**src/rtl/axi_master_pkg.sv**
```systemverilog
// Shared encodings for the AXI master bridge: FSM states and AXI SIZE/BURST/RESP codes.
package axi_master_pkg;

  typedef enum logic [2:0] {
    IDLE  = 3'd0,
    RADDR = 3'd1,
    RDATA = 3'd2,
    WRITE = 3'd3,
    WRESP = 3'd4
  } state_e;

  localparam logic [2:0] AXI_SIZE_4B     = 3'b010;
  localparam logic [1:0] AXI_BURST_FIXED = 2'b00;
  localparam logic [1:0] AXI_BURST_INCR  = 2'b01;
  localparam logic [1:0] AXI_BURST_WRAP  = 2'b10;
  localparam logic [1:0] AXI_RESP_OKAY   = 2'b00;
  localparam logic [1:0] AXI_RESP_EXOKAY = 2'b01;
  localparam logic [1:0] AXI_RESP_SLVERR = 2'b10;
  localparam logic [1:0] AXI_RESP_DECERR = 2'b11;

  function automatic logic resp_is_err(input logic [1:0] resp);
    return (resp != AXI_RESP_OKAY);
  endfunction

endpackage

```
**src/rtl/pkg_include.sv**
```systemverilog
// AXI4 interface bundle (32-bit data, 4-bit strobe, 4-bit IDs) and width macros.
`ifndef PKG_INCLUDE_SV
`define PKG_INCLUDE_SV

`define AXI_ADDR_W 32
`define AXI_DATA_W 32
`define AXI_ID_W   4

interface AXI_master_intf;
  logic [`AXI_ID_W-1:0]     awid;
  logic [`AXI_ADDR_W-1:0]   awaddr;
  logic [7:0]               awlen;
  logic [2:0]               awsize;
  logic [1:0]               awburst;
  logic                     awvalid;
  logic                     awready;
  logic [`AXI_DATA_W-1:0]   wdata;
  logic [`AXI_DATA_W/8-1:0] wstrb;
  logic                     wlast;
  logic                     wvalid;
  logic                     wready;
  logic [`AXI_ID_W-1:0]     bid;
  logic [1:0]               bresp;
  logic                     bvalid;
  logic                     bready;
  logic [`AXI_ID_W-1:0]     arid;
  logic [`AXI_ADDR_W-1:0]   araddr;
  logic [7:0]               arlen;
  logic [2:0]               arsize;
  logic [1:0]               arburst;
  logic                     arvalid;
  logic                     arready;
  logic [`AXI_ID_W-1:0]     rid;
  logic [`AXI_DATA_W-1:0]   rdata;
  logic [1:0]               rresp;
  logic                     rlast;
  logic                     rvalid;
  logic                     rready;

  modport master (
    output awid, awaddr, awlen, awsize, awburst, awvalid,
    input  awready,
    output wdata, wstrb, wlast, wvalid,
    input  wready,
    input  bid, bresp, bvalid,
    output bready,
    output arid, araddr, arlen, arsize, arburst, arvalid,
    input  arready,
    input  rid, rdata, rresp, rlast, rvalid,
    output rready
  );

  modport slave (
    input  awid, awaddr, awlen, awsize, awburst, awvalid,
    output awready,
    input  wdata, wstrb, wlast, wvalid,
    output wready,
    output bid, bresp, bvalid,
    input  bready,
    input  arid, araddr, arlen, arsize, arburst, arvalid,
    output arready,
    output rid, rdata, rresp, rlast, rvalid,
    input  rready
  );
endinterface

`endif

```
**src/rtl/axi_master_bridge.sv**
```systemverilog
// Single-beat CPU-request to AXI4 master bridge; one outstanding transaction, no queueing.
// Define AXI_MASTER_ERR_EN to add err_o, flagging a non-OKAY RRESP/BRESP on completion.
module axi_master_bridge
  import axi_master_pkg::*;
#(
  parameter logic [3:0] MASTER_ID = 4'd0
) (
  input  logic           clk,
  input  logic           rstn,
  AXI_master_intf.master master,
  input  logic           req_i,
  input  logic           write_i,
  input  logic [31:0]    addr_i,
  input  logic [31:0]    wdata_i,
  input  logic [3:0]     wstrb_i,
  output logic           req_ready_o,
  output logic [31:0]    rdata_o,
  output logic           done_o
`ifdef AXI_MASTER_ERR_EN
  ,
  output logic           err_o
`endif
);

  state_e      state_r;
  state_e      state_s;
  logic        write_r;
  logic [31:0] addr_r;
  logic [31:0] wdata_r;
  logic [3:0]  wstrb_r;
  logic        aw_done_r;
  logic        w_done_r;
  logic [31:0] rdata_r;
  logic        done_r;
  logic        accept_s;
  logic        aw_hs_s;
  logic        w_hs_s;
  logic        ar_hs_s;
  logic        r_hs_s;
  logic        b_hs_s;
  logic        rd_fin_s;
  logic        wr_fin_s;

  assign accept_s = req_i & (state_r == IDLE);
  assign aw_hs_s  = master.awvalid & master.awready;
  assign w_hs_s   = master.wvalid & master.wready;
  assign ar_hs_s  = master.arvalid & master.arready;
  assign r_hs_s   = master.rvalid & master.rready;
  assign b_hs_s   = master.bvalid & master.bready;
  // An RVALID beat without RLAST is consumed but never completes the read.
  assign rd_fin_s = (state_r == RDATA) & r_hs_s & master.rlast;
  assign wr_fin_s = (state_r == WRESP) & b_hs_s;

  // Next-state logic.
  always_comb begin
    state_s = state_r;
    case (state_r)
      IDLE: begin
        if (req_i) begin
          if (write_i) state_s = WRITE;
          else         state_s = RADDR;
        end else begin
          state_s = IDLE;
        end
      end
      RADDR: begin
        if (ar_hs_s) state_s = RDATA;
        else         state_s = RADDR;
      end
      RDATA: begin
        if (rd_fin_s) state_s = IDLE;
        else          state_s = RDATA;
      end
      WRITE: begin
        if ((aw_done_r | aw_hs_s) & (w_done_r | w_hs_s)) state_s = WRESP;
        else                                             state_s = WRITE;
      end
      WRESP: begin
        if (wr_fin_s) state_s = IDLE;
        else          state_s = WRESP;
      end
      default: state_s = IDLE;
    endcase
  end

  // State register.
  always_ff @(posedge clk or negedge rstn) begin
    if (!rstn) state_r <= IDLE;
    else       state_r <= state_s;
  end

  // Request capture on acceptance; the AXI payload is driven only from these copies.
  always_ff @(posedge clk or negedge rstn) begin
    if (!rstn) begin
      write_r <= 1'b0;
      addr_r  <= 32'd0;
      wdata_r <= 32'd0;
      wstrb_r <= 4'd0;
    end else if (accept_s) begin
      write_r <= write_i;
      addr_r  <= addr_i;
      wdata_r <= wdata_i;
      wstrb_r <= wstrb_i;
    end
  end

  // AW/W completion flags, cleared whenever the FSM is outside WRITE.
  always_ff @(posedge clk or negedge rstn) begin
    if (!rstn) begin
      aw_done_r <= 1'b0;
      w_done_r  <= 1'b0;
    end else if (state_r == WRITE) begin
      if (aw_hs_s) aw_done_r <= 1'b1;
      if (w_hs_s)  w_done_r  <= 1'b1;
    end else begin
      aw_done_r <= 1'b0;
      w_done_r  <= 1'b0;
    end
  end

  // Read data and completion pulse.
  always_ff @(posedge clk or negedge rstn) begin
    if (!rstn) begin
      rdata_r <= 32'd0;
      done_r  <= 1'b0;
    end else begin
      if (rd_fin_s) rdata_r <= master.rdata;
      done_r <= rd_fin_s | wr_fin_s;
    end
  end

`ifdef AXI_MASTER_ERR_EN
  logic err_r;

  // Error flag pulses alongside done_o for a non-OKAY completing response.
  always_ff @(posedge clk or negedge rstn) begin
    if (!rstn) err_r <= 1'b0;
    else       err_r <= (rd_fin_s & resp_is_err(master.rresp)) |
                        (wr_fin_s & resp_is_err(master.bresp));
  end

  assign err_o = err_r;
`endif

  assign req_ready_o = (state_r == IDLE);
  assign rdata_o     = rdata_r;
  assign done_o      = done_r;

  assign master.awid    = MASTER_ID;
  assign master.awaddr  = addr_r;
  assign master.awlen   = 8'd0;
  assign master.awsize  = AXI_SIZE_4B;
  assign master.awburst = AXI_BURST_INCR;
  assign master.awvalid = (state_r == WRITE) & write_r & ~aw_done_r;
  assign master.wdata   = wdata_r;
  assign master.wstrb   = wstrb_r;
  assign master.wlast   = 1'b1;
  assign master.wvalid  = (state_r == WRITE) & write_r & ~w_done_r;
  assign master.bready  = (state_r == WRESP);
  assign master.arid    = MASTER_ID;
  assign master.araddr  = addr_r;
  assign master.arlen   = 8'd0;
  assign master.arsize  = AXI_SIZE_4B;
  assign master.arburst = AXI_BURST_INCR;
  assign master.arvalid = (state_r == RADDR) & ~write_r;
  assign master.rready  = (state_r == RDATA);

endmodule

```
**src/flat_wrapper.sv**
```systemverilog
// flat-port wrapper written by rule: the top's interface ports become plain ports
module axi_master_bridge_flat import axi_master_pkg::*;
#(
  parameter logic [3:0] MASTER_ID = 4'd0
)
  (clk, rstn, req_i, write_i, addr_i, wdata_i, wstrb_i, req_ready_o, rdata_o, done_o, master_awid, master_awaddr, master_awlen, master_awsize, master_awburst, master_awvalid, master_awready, master_wdata, master_wstrb, master_wlast, master_wvalid, master_wready, master_bid, master_bresp, master_bvalid, master_bready, master_arid, master_araddr, master_arlen, master_arsize, master_arburst, master_arvalid, master_arready, master_rid, master_rdata, master_rresp, master_rlast, master_rvalid, master_rready);
  AXI_master_intf master_i ();
  input  logic clk;
  input  logic rstn;
  input  logic req_i;
  input  logic write_i;
  input  logic [31:0] addr_i;
  input  logic [31:0] wdata_i;
  input  logic [3:0] wstrb_i;
  output logic req_ready_o;
  output logic [31:0] rdata_o;
  output logic done_o;
  output wire logic [$bits(master_i.awid)-1:0] master_awid;
  output wire logic [$bits(master_i.awaddr)-1:0] master_awaddr;
  output wire logic [$bits(master_i.awlen)-1:0] master_awlen;
  output wire logic [$bits(master_i.awsize)-1:0] master_awsize;
  output wire logic [$bits(master_i.awburst)-1:0] master_awburst;
  output wire logic [$bits(master_i.awvalid)-1:0] master_awvalid;
  input wire logic [$bits(master_i.awready)-1:0] master_awready;
  output wire logic [$bits(master_i.wdata)-1:0] master_wdata;
  output wire logic [$bits(master_i.wstrb)-1:0] master_wstrb;
  output wire logic [$bits(master_i.wlast)-1:0] master_wlast;
  output wire logic [$bits(master_i.wvalid)-1:0] master_wvalid;
  input wire logic [$bits(master_i.wready)-1:0] master_wready;
  input wire logic [$bits(master_i.bid)-1:0] master_bid;
  input wire logic [$bits(master_i.bresp)-1:0] master_bresp;
  input wire logic [$bits(master_i.bvalid)-1:0] master_bvalid;
  output wire logic [$bits(master_i.bready)-1:0] master_bready;
  output wire logic [$bits(master_i.arid)-1:0] master_arid;
  output wire logic [$bits(master_i.araddr)-1:0] master_araddr;
  output wire logic [$bits(master_i.arlen)-1:0] master_arlen;
  output wire logic [$bits(master_i.arsize)-1:0] master_arsize;
  output wire logic [$bits(master_i.arburst)-1:0] master_arburst;
  output wire logic [$bits(master_i.arvalid)-1:0] master_arvalid;
  input wire logic [$bits(master_i.arready)-1:0] master_arready;
  input wire logic [$bits(master_i.rid)-1:0] master_rid;
  input wire logic [$bits(master_i.rdata)-1:0] master_rdata;
  input wire logic [$bits(master_i.rresp)-1:0] master_rresp;
  input wire logic [$bits(master_i.rlast)-1:0] master_rlast;
  input wire logic [$bits(master_i.rvalid)-1:0] master_rvalid;
  output wire logic [$bits(master_i.rready)-1:0] master_rready;
  assign master_awid = master_i.awid;
  assign master_awaddr = master_i.awaddr;
  assign master_awlen = master_i.awlen;
  assign master_awsize = master_i.awsize;
  assign master_awburst = master_i.awburst;
  assign master_awvalid = master_i.awvalid;
  assign master_i.awready = master_awready;
  assign master_wdata = master_i.wdata;
  assign master_wstrb = master_i.wstrb;
  assign master_wlast = master_i.wlast;
  assign master_wvalid = master_i.wvalid;
  assign master_i.wready = master_wready;
  assign master_i.bid = master_bid;
  assign master_i.bresp = master_bresp;
  assign master_i.bvalid = master_bvalid;
  assign master_bready = master_i.bready;
  assign master_arid = master_i.arid;
  assign master_araddr = master_i.araddr;
  assign master_arlen = master_i.arlen;
  assign master_arsize = master_i.arsize;
  assign master_arburst = master_i.arburst;
  assign master_arvalid = master_i.arvalid;
  assign master_i.arready = master_arready;
  assign master_i.rid = master_rid;
  assign master_i.rdata = master_rdata;
  assign master_i.rresp = master_rresp;
  assign master_i.rlast = master_rlast;
  assign master_i.rvalid = master_rvalid;
  assign master_rready = master_i.rready;
  axi_master_bridge #(.MASTER_ID(MASTER_ID)) u_core (.clk(clk), .rstn(rstn), .master(master_i), .req_i(req_i), .write_i(write_i), .addr_i(addr_i), .wdata_i(wdata_i), .wstrb_i(wstrb_i), .req_ready_o(req_ready_o), .rdata_o(rdata_o), .done_o(done_o));
endmodule
```
**config.mk**
```make
export PLATFORM = sky130hd
export DESIGN_NAME = axi_master_bridge_flat
export DESIGN_NICKNAME = d
export VERILOG_FILES = /design/src/rtl/axi_master_pkg.sv /design/src/rtl/pkg_include.sv /design/src/rtl/axi_master_bridge.sv /design/src/flat_wrapper.sv
export SDC_FILE = /design/constraint.sdc
export NUM_CORES = 1
export LEC_CHECK = 0
export BUFFER_PORTS_ARGS = -buffer_cell sky130_fd_sc_hd__buf_2
export CORE_AREA = 3 3 113 115
export DETAILED_ROUTE_END_ITERATION = 12
export DIE_AREA = 0 0 116 118
export GPL_ROUTABILITY_DRIVEN = 0
export GPL_TIMING_DRIVEN = 0
export PLACE_DENSITY = 0.76
export SLEW_MARGIN = 10
export SYNTH_ARGS = -nofsm -noshare
export SYNTH_HDL_FRONTEND = slang
export SYNTH_SLANG_ARGS = --single-unit
```
**constraint.sdc**
```tcl
create_clock -name clk -period 5.5 [get_ports clk]
set_clock_uncertainty 0.15 [all_clocks]
set_input_delay 0.275 -clock clk [delete_from_list [all_inputs] [get_ports clk]]
set_output_delay 0.275 -clock clk [all_outputs]
set_load 0.005 [all_outputs]
```
==> results of run 1 <==
## through the flow
step	hold WS [ps]	instance area, sq um	std cells	setup WS, ps
6_report	12.2	7400	823	3440
3_5_place_dp	99.6	6490	748	3390
3_3_place_gp	314	6460	747	2900
4_1_cts	0.321	7400	823	3380
2_1_floorplan	-171	5030	352	3700
5_1_grt	2.10	7400	823	3330
## synthesized netlist by cell type, types with 2 or more instances
master,count
mux2_1,29
mux2_4,68
buf_4,68
nor2_1,6
o211ai_1,2
buf_6,12
mux2_2,3
conb_1,2
a21oi_1,4
nand2_1,2
dfrtp_1,107
## critical path, stage by stage, from the launching register on
cell and delay, ps:
dfrtp_1 460, nand3b_1 290, or2_2 330, nor2_1 100, buf_2 120
## placed cells by master, fill, tap and decap left out, types with 2 or more instances in the layout
cell type / synthesis / final
clkbuf_16: 0 / 9
nor2_1: 6 / 6
conb_1: 2 / 35
buf_2: 0 / 247
nand2_1: 2 / 2
dfrtp_1: 107 / 107
mux2_4: 68 / 68
buf_6: 12 / 13
clkbuf_8: 0 / 3
o211ai_1: 2 / 2
a21oi_1: 4 / 4
buf_4: 68 / 68
mux2_2: 3 / 3
dlygate4sd3_1: 0 / 59
mux2_1: 29 / 29
## flip-flops by register name, summed over array words and instances (netlist names)
signal / cells
u_core.master.araddr: 32
u_core.master.wdata: 32
u_core.rdata_o: 32
u_core.master.wstrb: 4
u_core.state_r: 3
u_core.aw_done_r: 1
u_core.done_o: 1
u_core.w_done_r: 1
u_core.write_r: 1
## kinds of logic (layout without fill, tap and decap cells)
| logic type | after synthesis | in the layout | synth area share (%) |
|---|---|---|---|
| multiplexers | 100 | 100 | 28.1 |
| other | 2 | 35 | 0.153 |
| AND/OR/NAND/NOR | 17 | 17 | 2.32 |
| buffers and inverters | 81 | 405 | 13.2 |
| flip-flops | 107 | 107 | 54.6 |
| AO/OA/AOI/OAI | 12 | 12 | 1.61 |
## layout make-up
class / instances / area (sq um)
plain buffers: 80 / 646
clock buffers: 13 / 270
clock inverters: 3 / 43.8
fillers: 899 / 4520
inverters: 1 / 3.75
multi-input cells: 164 / 1710
flip-flops and latches: 107 / 2680
well taps: 147 / 184
repair buffers: 308 / 1870
## what timing repair did
action                                 in CTS  in global routing
hold buffers                               59                  0
endpoints found under the hold margin     108                  0
setup endpoints to repair                   0                  0
## routing by layer
metal / GRT usage, % / share of wire [%] / up-vias
met5: 0 / 0 / -
met2: 32.1 / 53 / 181
met4: 7.47 / 2.4 / 0
met1: 20.1 / 39 / 1742
met3: 3.80 / 6.3 / 24
li1: - / - / 1691
## worst min-delay path by stage
stage,from,to,slack [ps]
floorplan,rstn,u_core.aw_done_r,-170
global placement,u_core.rdata_o[21],u_core.rdata_o[21],310
detailed placement,rstn,u_core.master.araddr[14],100
CTS,addr_i[20],u_core.master.araddr[20],0.3
global route,addr_i[9],u_core.master.araddr[9],2
finish,master_rdata[18],u_core.rdata_o[18],10
## power by group through the flow
stage          logic [mW]  clock network, mW  registers, mW
2_1_floorplan       0.967                  0           1.44
3_3_place_gp         1.66                  0           1.42
3_5_place_dp         1.70                  0           1.44
4_1_cts              1.74              0.688           1.44
5_1_grt              1.86              0.719           1.49
6_report             1.72              0.668           1.44
==> reports/results.txt, run 1 <==
H-tree depth: 3
Drt drc: 0
Tightest Hold Check Type: in -> reg
Placement Rows: 40
Critical Path Source: u_core.state_r[2]
Initial antenna violation count: 0
Layout cells sized above 1: 61.8%
Synthesized cell area: 4910 sq um
Via count: 3638
Sequential area share after synthesis: 54.6%
End of the critical path: master_wvalid
Clock transition at the registers of the reported paths: 60 ps
Final setup fails: 0
Total power: 3.83 mW
Synth Flop Type: dfrtp_1
DR iter-0 viols: 167
Hold depth: 2
Total core area: 11900 sq um
Fmax: 484 MHz
R2r startpoint: u_core.state_r[2]
Worst setup SP type: register
CTS tree: built
Pre-antenna DRT Iters: 4
Clk root buf: clkbuf_16
Final hold vios: 0
Die Area: 13700 sq um
Clock network fraction of total power: 17.4%
HPWL after detailed placement: 8960 um
FF-to-FF End: u_core.master.araddr[2]
Max Root-Sink Buffers: 2
Critical Path Fanout Max: 7
Post-synth top area share: 54.6%
R2r setup slk: 3440 ps
Post-layout util: 62.1%
Layout area overhead: 50.7%
Max cap viols: 0
Synth top area cells: dfrtp_1 (55%), mux2_4 (21%), buf_4 (10%), mux2_1 (6.7%), buf_6 (2.8%)
NetSw: 1.15 mW
Vias per cell: 4.42
GRT Overall Usage: 17.9%
Switching share of power: 29.9%
Fin crit share: 37.5%
Synth warn: 0
EDFF count, synth: 0
Peak supply drop: 256 uV
Crit path DAT: 1640 ps
P_int: 2.68 mW
Power density over cell area: 518 nW/um^2
Synth async-reset ratio: 100%
Antenna Diode Count: 0
Post-synth top area cell: dfrtp_1
WL/cell: 15.1 um
# Post-CTS Setup Buffers: 0
Syn avg cell area: 15.4 sq um
Status: completed
I/O Buffers: 248
Largest net degree at the start of global routing: 58
Min Clock Period, post-route: 2060 ps
Relative slew slack: 49.6%
# clock sinks: 107
Post-synthesis register bit count: 107
First-pass GRT wire length: 19200 um
Worst Setup End Kind: primary output
R2R cell count: 3
Final net count: 793
CP Class: reg -> out
Post-synthesis cell type count: 27
Leak: 3.93 nW
Routed Antenna Nets: 0
Mapped Cells: 319
Routed wire length: 12400 um
Post-route setup TNS: 0 ps
DIE WIDTH: 116 um
Sequential share of power: 37.6%
Slew at the pin with the worst max-slew slack: 753 ps
Skew-Pair Late Insertion Delay: 340 ps
Vias in the first global route: 3827
Share of total power in combinational logic: 45.0%
Boundary pin count: 296
RSZ-0062 raised after global routing: no
GRT overflow: 0
Die Y: 118 um
Post_cts resized: 0
Initial Utilization: 41.2%
Crit path required time: 5080 ps
Total CTS buffers: 9
Max-slew violations: 0
(Power assumes the default switching activity.)
==> inputs of run 2 (changes only) <==
Clock period 5.5 ns to 2 ns, I/O delays scaled along.
==> reports/results.txt, run 2 (synthesis results as in run 1) <==
Clock transition at the registers of the reported paths: 60 ps (about the same)
Initial Utilization: 41.2% (unchanged)
Peak supply drop: 771 uV (+200%)
R2r startpoint: u_core.state_r[2]
Crit path required time: 1750 ps (-3330 ps)
Vias per cell: 4.37 (-1.2%)
Worst setup margin: 89.7 ps (-3350 ps)
Power density over cell area: 1360 nW/um^2 (+160%)
Placed Area: 6490 sq um (unchanged)
Largest net degree at the start of global routing: 58 (unchanged)
Boundary pin count: 296 (unchanged)
Tightest Hold Check Type: in -> reg
Crit-path cells: nand3b_1, or2_2, nor2_1, buf_2
WHS: 28.0 ps (+15.8 ps)
Fin area: 7900 sq um (+6.8%)
First-pass GRT wire length: 21100 um (+9.6%)
Hold_sp: req_i
Most frequent cells in the layout: buf_2 (247), dlygate4sd3_1 (107), dfrtp_1 (107)
Hold EP: u_core.state_r[0]
Post-route setup TNS: 0 ps (unchanged)
H-tree depth: 3 (unchanged)
WL/cell: 15.4 um (+2.1%)
RSZ-0062 raised after global routing: no
FF-to-FF End: u_core.rdata_o[16]
HPWL after detailed placement: 8960 um (unchanged)
Min Clock Period, post-route: 1910 ps
Final net count: 843 (+6.3%)
Worst setup SP type: register
GRT overflow: 0 (unchanged)
Max Root-Sink Buffers: 2 (unchanged)
Multi-input logic area: 1710 sq um (+0.37%)
Pre-antenna DRT Iters: 4 (unchanged)
Max cap viols: 0 (unchanged)
Total CTS buffers: 9 (unchanged)
Drt drc: 0 (unchanged)
Fin crit share: 95.5%
# clock sinks: 107 (unchanged)
GRT Overall Usage: 19.6% (+1.7 points)
Worst Setup End Kind: primary output
CP max-delay cell: dfrtp_1
Layout cells sized above 1: 58.0% (-3.8 points)
Fmax: 523 MHz
Die Y: 118 um (unchanged)
Critical Path Fanout Max: 7 (unchanged)
Routed wire length: 13400 um (+8.3%)
Initial antenna violation count: 0 (unchanged)
Antenna Diode Count: 0 (unchanged)
Vias in the first global route: 4188 (+9.4%)
Fillers: 828 (-7.9%)
Routed Antenna Nets: 0 (unchanged)
DR iter-0 viols: 147 (-12%)
CTS tree: built
DP Worst Slack: -107 ps (-3500 ps)
Max-slew violations: 0 (unchanged)
Crit-path max cell delay: 470 ps (about the same)
Total core area: 11900 sq um (unchanged)
Skew-Pair Late Insertion Delay: 340 ps (about the same)
DIE WIDTH: 116 um (unchanged)
Hold depth: 4 (+2)
Leak: 4.14 nW (+5.4%)
Sequential Area: 2680 sq um (unchanged)
Final hold vios: 0 (unchanged)
I/O Buffers: 248 (unchanged)
Total power: 10.7 mW (+180%)
Final setup fails: 0 (unchanged)
Layout area overhead: 60.9%
Crit path DAT: 1660 ps (+20 ps)
R2R cell count: 5 (+2)
Via count: 3813 (+4.8%)
Clk root buf: clkbuf_16
Placed cell count: 748 (unchanged)
R2r setup slk: 100 ps (-3340 ps)
CP Class: reg -> out
Placement Rows: 40 (unchanged)
Commonest non-fill, non-tap cell in the layout: buf_2
Post-layout util: 66.3% (+4.2 points)
Finished Layout Cells: 873 (+6.1%)
Die Area: 13700 sq um (unchanged)
Status: completed
[run 2: cell types whose count changed in the layout (fill, tap and decap cells not counted), sizes merged]
cell	previous run	this run
dlygate4sd3	59	107
buf	329	331
[run 2: how the worst max path moves through the flow]
stage	endpoint	from	slack (ps)
finish	master_wvalid	u_core.state_r[2]	90
global route	master_wvalid	u_core.state_r[2]	10
CTS	u_core.state_r[1]	u_core.state_r[2]	50
detailed placement	u_core.master.araddr[15]	u_core.state_r[2]	-110
global placement	u_core.master.wdata[12]	rstn	-430
floorplan	u_core.master.araddr[0]	u_core.state_r[1]	200
[run 2: what timing repair did]
action                                  in CTS  in global routing
endpoints found under the setup margin      68                  1
hold buffers                               107                  0
pin swaps                                    1                  0
buffers inserted                             2                  0
hold endpoints to repair                   214                  0
gates resized for setup                      0                  1
gates cloned                                 0                  0
[run 2: where the power goes]
part           internal, mW  total, mW  switching [mW]
sequential             3.25       3.97           0.719
combinational          3.15       4.90            1.74
clock                  1.08       1.85           0.768
total                  7.48       10.7            3.23
[run 2: layout make-up]
type | instances | area share (%)
sequential | 107 | 33.9
timing repair buffer | 358 | 29.9
multi-input combinational | 164 | 21.7
buffer | 80 | 8.17
clock buffer | 13 | 3.42
tap | 147 | 2.33
clock inverter | 3 | 0.554
inverter | 1 | 0.0475
[run 2: metal layers]
layer | vias to the layer above | routed length, um | track usage, %
li1 | 1792 | - | -
met1 | 1815 | 5050 | 21.8
met2 | 179 | 7170 | 35.6
met3 | 27 | 865 | 4.11
met4 | 0 | 340 | 7.98
met5 | - | 0 | 0
[run 2: worst max-delay path, delay by kind of cell (launching register included)]
| kind | cells | cell delay [ps] |
|---|---|---|
| flip-flops | 1 | 470 |
| AND/OR/NAND/NOR | 3 | 740 |
| buffers and inverters | 1 | 120 |
==> inputs of run 3 (changes only) <==
Settings changed: PLACE_DENSITY 0.76 to default, PLACE_DENSITY_LB_ADDON from default to 0.2, RECOVER_POWER from default to 100, TNS_END_PERCENT from default to 100.
==> reports/results.txt, run 3 (synthesis results as in run 1) <==
Worst Setup End Kind: register
Largest net degree at the start of global routing: 58 (unchanged)
Most frequent cells in the layout: buf_2 (195), dlygate4sd3_1 (108), dfrtp_1 (107)
Die Y: 118 um (unchanged)
Hold_sp: master_rvalid
Relative slew slack: 15.2%
Post-route setup TNS: 0 ps (unchanged)
HPWL after detailed placement: 8800 um (-1.8%)
First-pass GRT wire length: 21000 um (-0.26%)
CTS tree: built
# clock sinks: 107 (unchanged)
Leak: 3.89 nW (-5.9%)
Vias in the first global route: 4187 (-0.024%)
Crit path required time: 2070 ps (+320 ps)
R2r setup slk: 110 ps (about the same)
Final net count: 844 (+0.12%)
R2r startpoint: u_core.state_r[0]
Die Area: 13700 sq um (unchanged)
Boundary pin count: 296 (unchanged)
Antenna Diode Count: 0 (unchanged)
Drt drc: 0 (unchanged)
Via count: 3845 (+0.84%)
Routed Antenna Nets: 0 (unchanged)
GRT overflow: 0 (unchanged)
Initial Utilization: 41.2% (unchanged)
GRT Overall Usage: 19.4% (-0.19 points)
Routed wire length: 13000 um (-2.9%)
DR iter-0 viols: 149 (+1.4%)
Total CTS buffers: 9 (unchanged)
Critical Path Fanout Max: 10 (+3)
End of the critical path: u_core.master.araddr[17]
Final setup fails: 0 (unchanged)
Critical Path Source: u_core.state_r[0]
CP Class: reg -> reg
Worst setup SP type: register
R2R cell count: 5 (unchanged)
Initial antenna violation count: 0 (unchanged)
Layout cells sized above 1: 47.2% (-11 points)
Clock transition at the registers of the reported paths: 70 ps (about the same)
I/O Buffers: 248 (unchanged)
Peak supply drop: 604 uV (-22%)
WL/cell: 14.9 um (-3.0%)
Placed cell count: 748 (unchanged)
Placement Rows: 40 (unchanged)
Fillers: 945 (+14%)
DP Worst Slack: -147 ps (-40.1 ps)
Skew-Pair Late Insertion Delay: 330 ps (about the same)
Status: completed
Commonest non-fill, non-tap cell in the layout: buf_2
DIE WIDTH: 116 um (unchanged)
Fmax: 529 MHz (+1.1%)
Tightest Hold Check Type: in -> reg
Final hold vios: 0 (unchanged)
FF-to-FF End: u_core.master.araddr[17]
Total core area: 11900 sq um (unchanged)
Fin crit share: 94.5% (-1.0 points)
Vias per cell: 4.40 (+0.72%)
Max Root-Sink Buffers: 2 (unchanged)
Power density over cell area: 1320 nW/um^2 (-2.7%)
H-tree depth: 3 (unchanged)
Max-slew violations: 0 (unchanged)
Finished Layout Cells: 874 (+0.11%)
Crit path DAT: 1960 ps (+300 ps)
Slew at the pin with the worst max-slew slack: 1270 ps
RSZ-0062 raised after global routing: no
Pre-antenna DRT Iters: 5 (+1)
Clk root buf: clkbuf_16
Min Clock Period, post-route: 1890 ps (-20.1 ps)
Max cap viols: 0 (unchanged)
Layout area overhead: 57.2%
Worst setup margin: 110 ps (+20.1 ps)
[run 3: changes by cell type in the layout (fill, tap and decap cells not counted), sizes merged]
| cell | change |
|---|---|
| buf | -89 |
| clkbuf | +89 |
| clkinv | +1 |
| dlygate4sd3 | +1 |
| inv | -1 |
[run 3: final cells by class]
type	instances	area (sq um)	share of cell area [%]
repair buffers	359	2290	29.7
inverters	1	3.75	0.0487
well taps	147	184	2.38
multi-input cells	164	1630	21.2
plain buffers	80	599	7.77
flip-flops and latches	107	2680	34.7
clock buffers	13	280	3.63
clock inverters	3	43.8	0.568
[run 3: metal layers]
layer  track usage, %  vias to the layer above  part of all wire [%]
met3             3.39                       24                   6.9
met4             7.40                        0                   2.2
met1             21.7                     1841                    38
met2             35.8                      181                    53
li1                 -                     1799                     -
met5                0                        -                     0
[run 3: power breakdown]
part           switching (mW)  total [mW]  internal (mW)
Combinational            1.69        4.41           2.72
Sequential              0.678        3.93           3.25
Clock                   0.741        1.85           1.11
Total                    3.11        10.2           7.07
[run 3: worst min path at each step]
stage                               endpoint  slack, ps  cells past startpoint
final                      u_core.rdata_o[1]        170                      4
after global placement         u_core.done_o        160                      2
after floorplan             u_core.aw_done_r       -350                      0
after CTS                 u_core.rdata_o[14]        130                      2
after detailed placement  u_core.rdata_o[14]        -80                      1
after global routing       u_core.rdata_o[0]        170                      4
[run 3: per-stage QoR]
stage / area [sq um] / hold WS, ps / power [mW] / utilization (%)
finish: 7710 / 167 / 10.2 / 64.8
global route: 7710 / 170 / 10.9 / 64.8
CTS: 7910 / 132 / 10.7 / 66.4
detailed placement: 6490 / -80.2 / 8.61 / 54.5
global placement: 6460 / 165 / 8.47 / 54.2
floorplan: 5030 / -346 / 6.63 / -
[run 3: critical path: stages (launching register included)]
cell     delay [ps]
dfrtp_1         370
buf_6           140
nor4b_4         290
buf_4           170
buf_2           320
mux2_4          340
[run 3: what timing repair did]
| action | in CTS | in global routing |
|---|---|---|
| setup buffers | 2 | 0 |
| pin swaps | 1 | 0 |
| setup endpoints to repair | 69 | 1 |
| cloned | 0 | 0 |
| hold buffers | 108 | 0 |
| hold endpoints to repair | 214 | 0 |
| gates resized for setup | 0 | 1 |
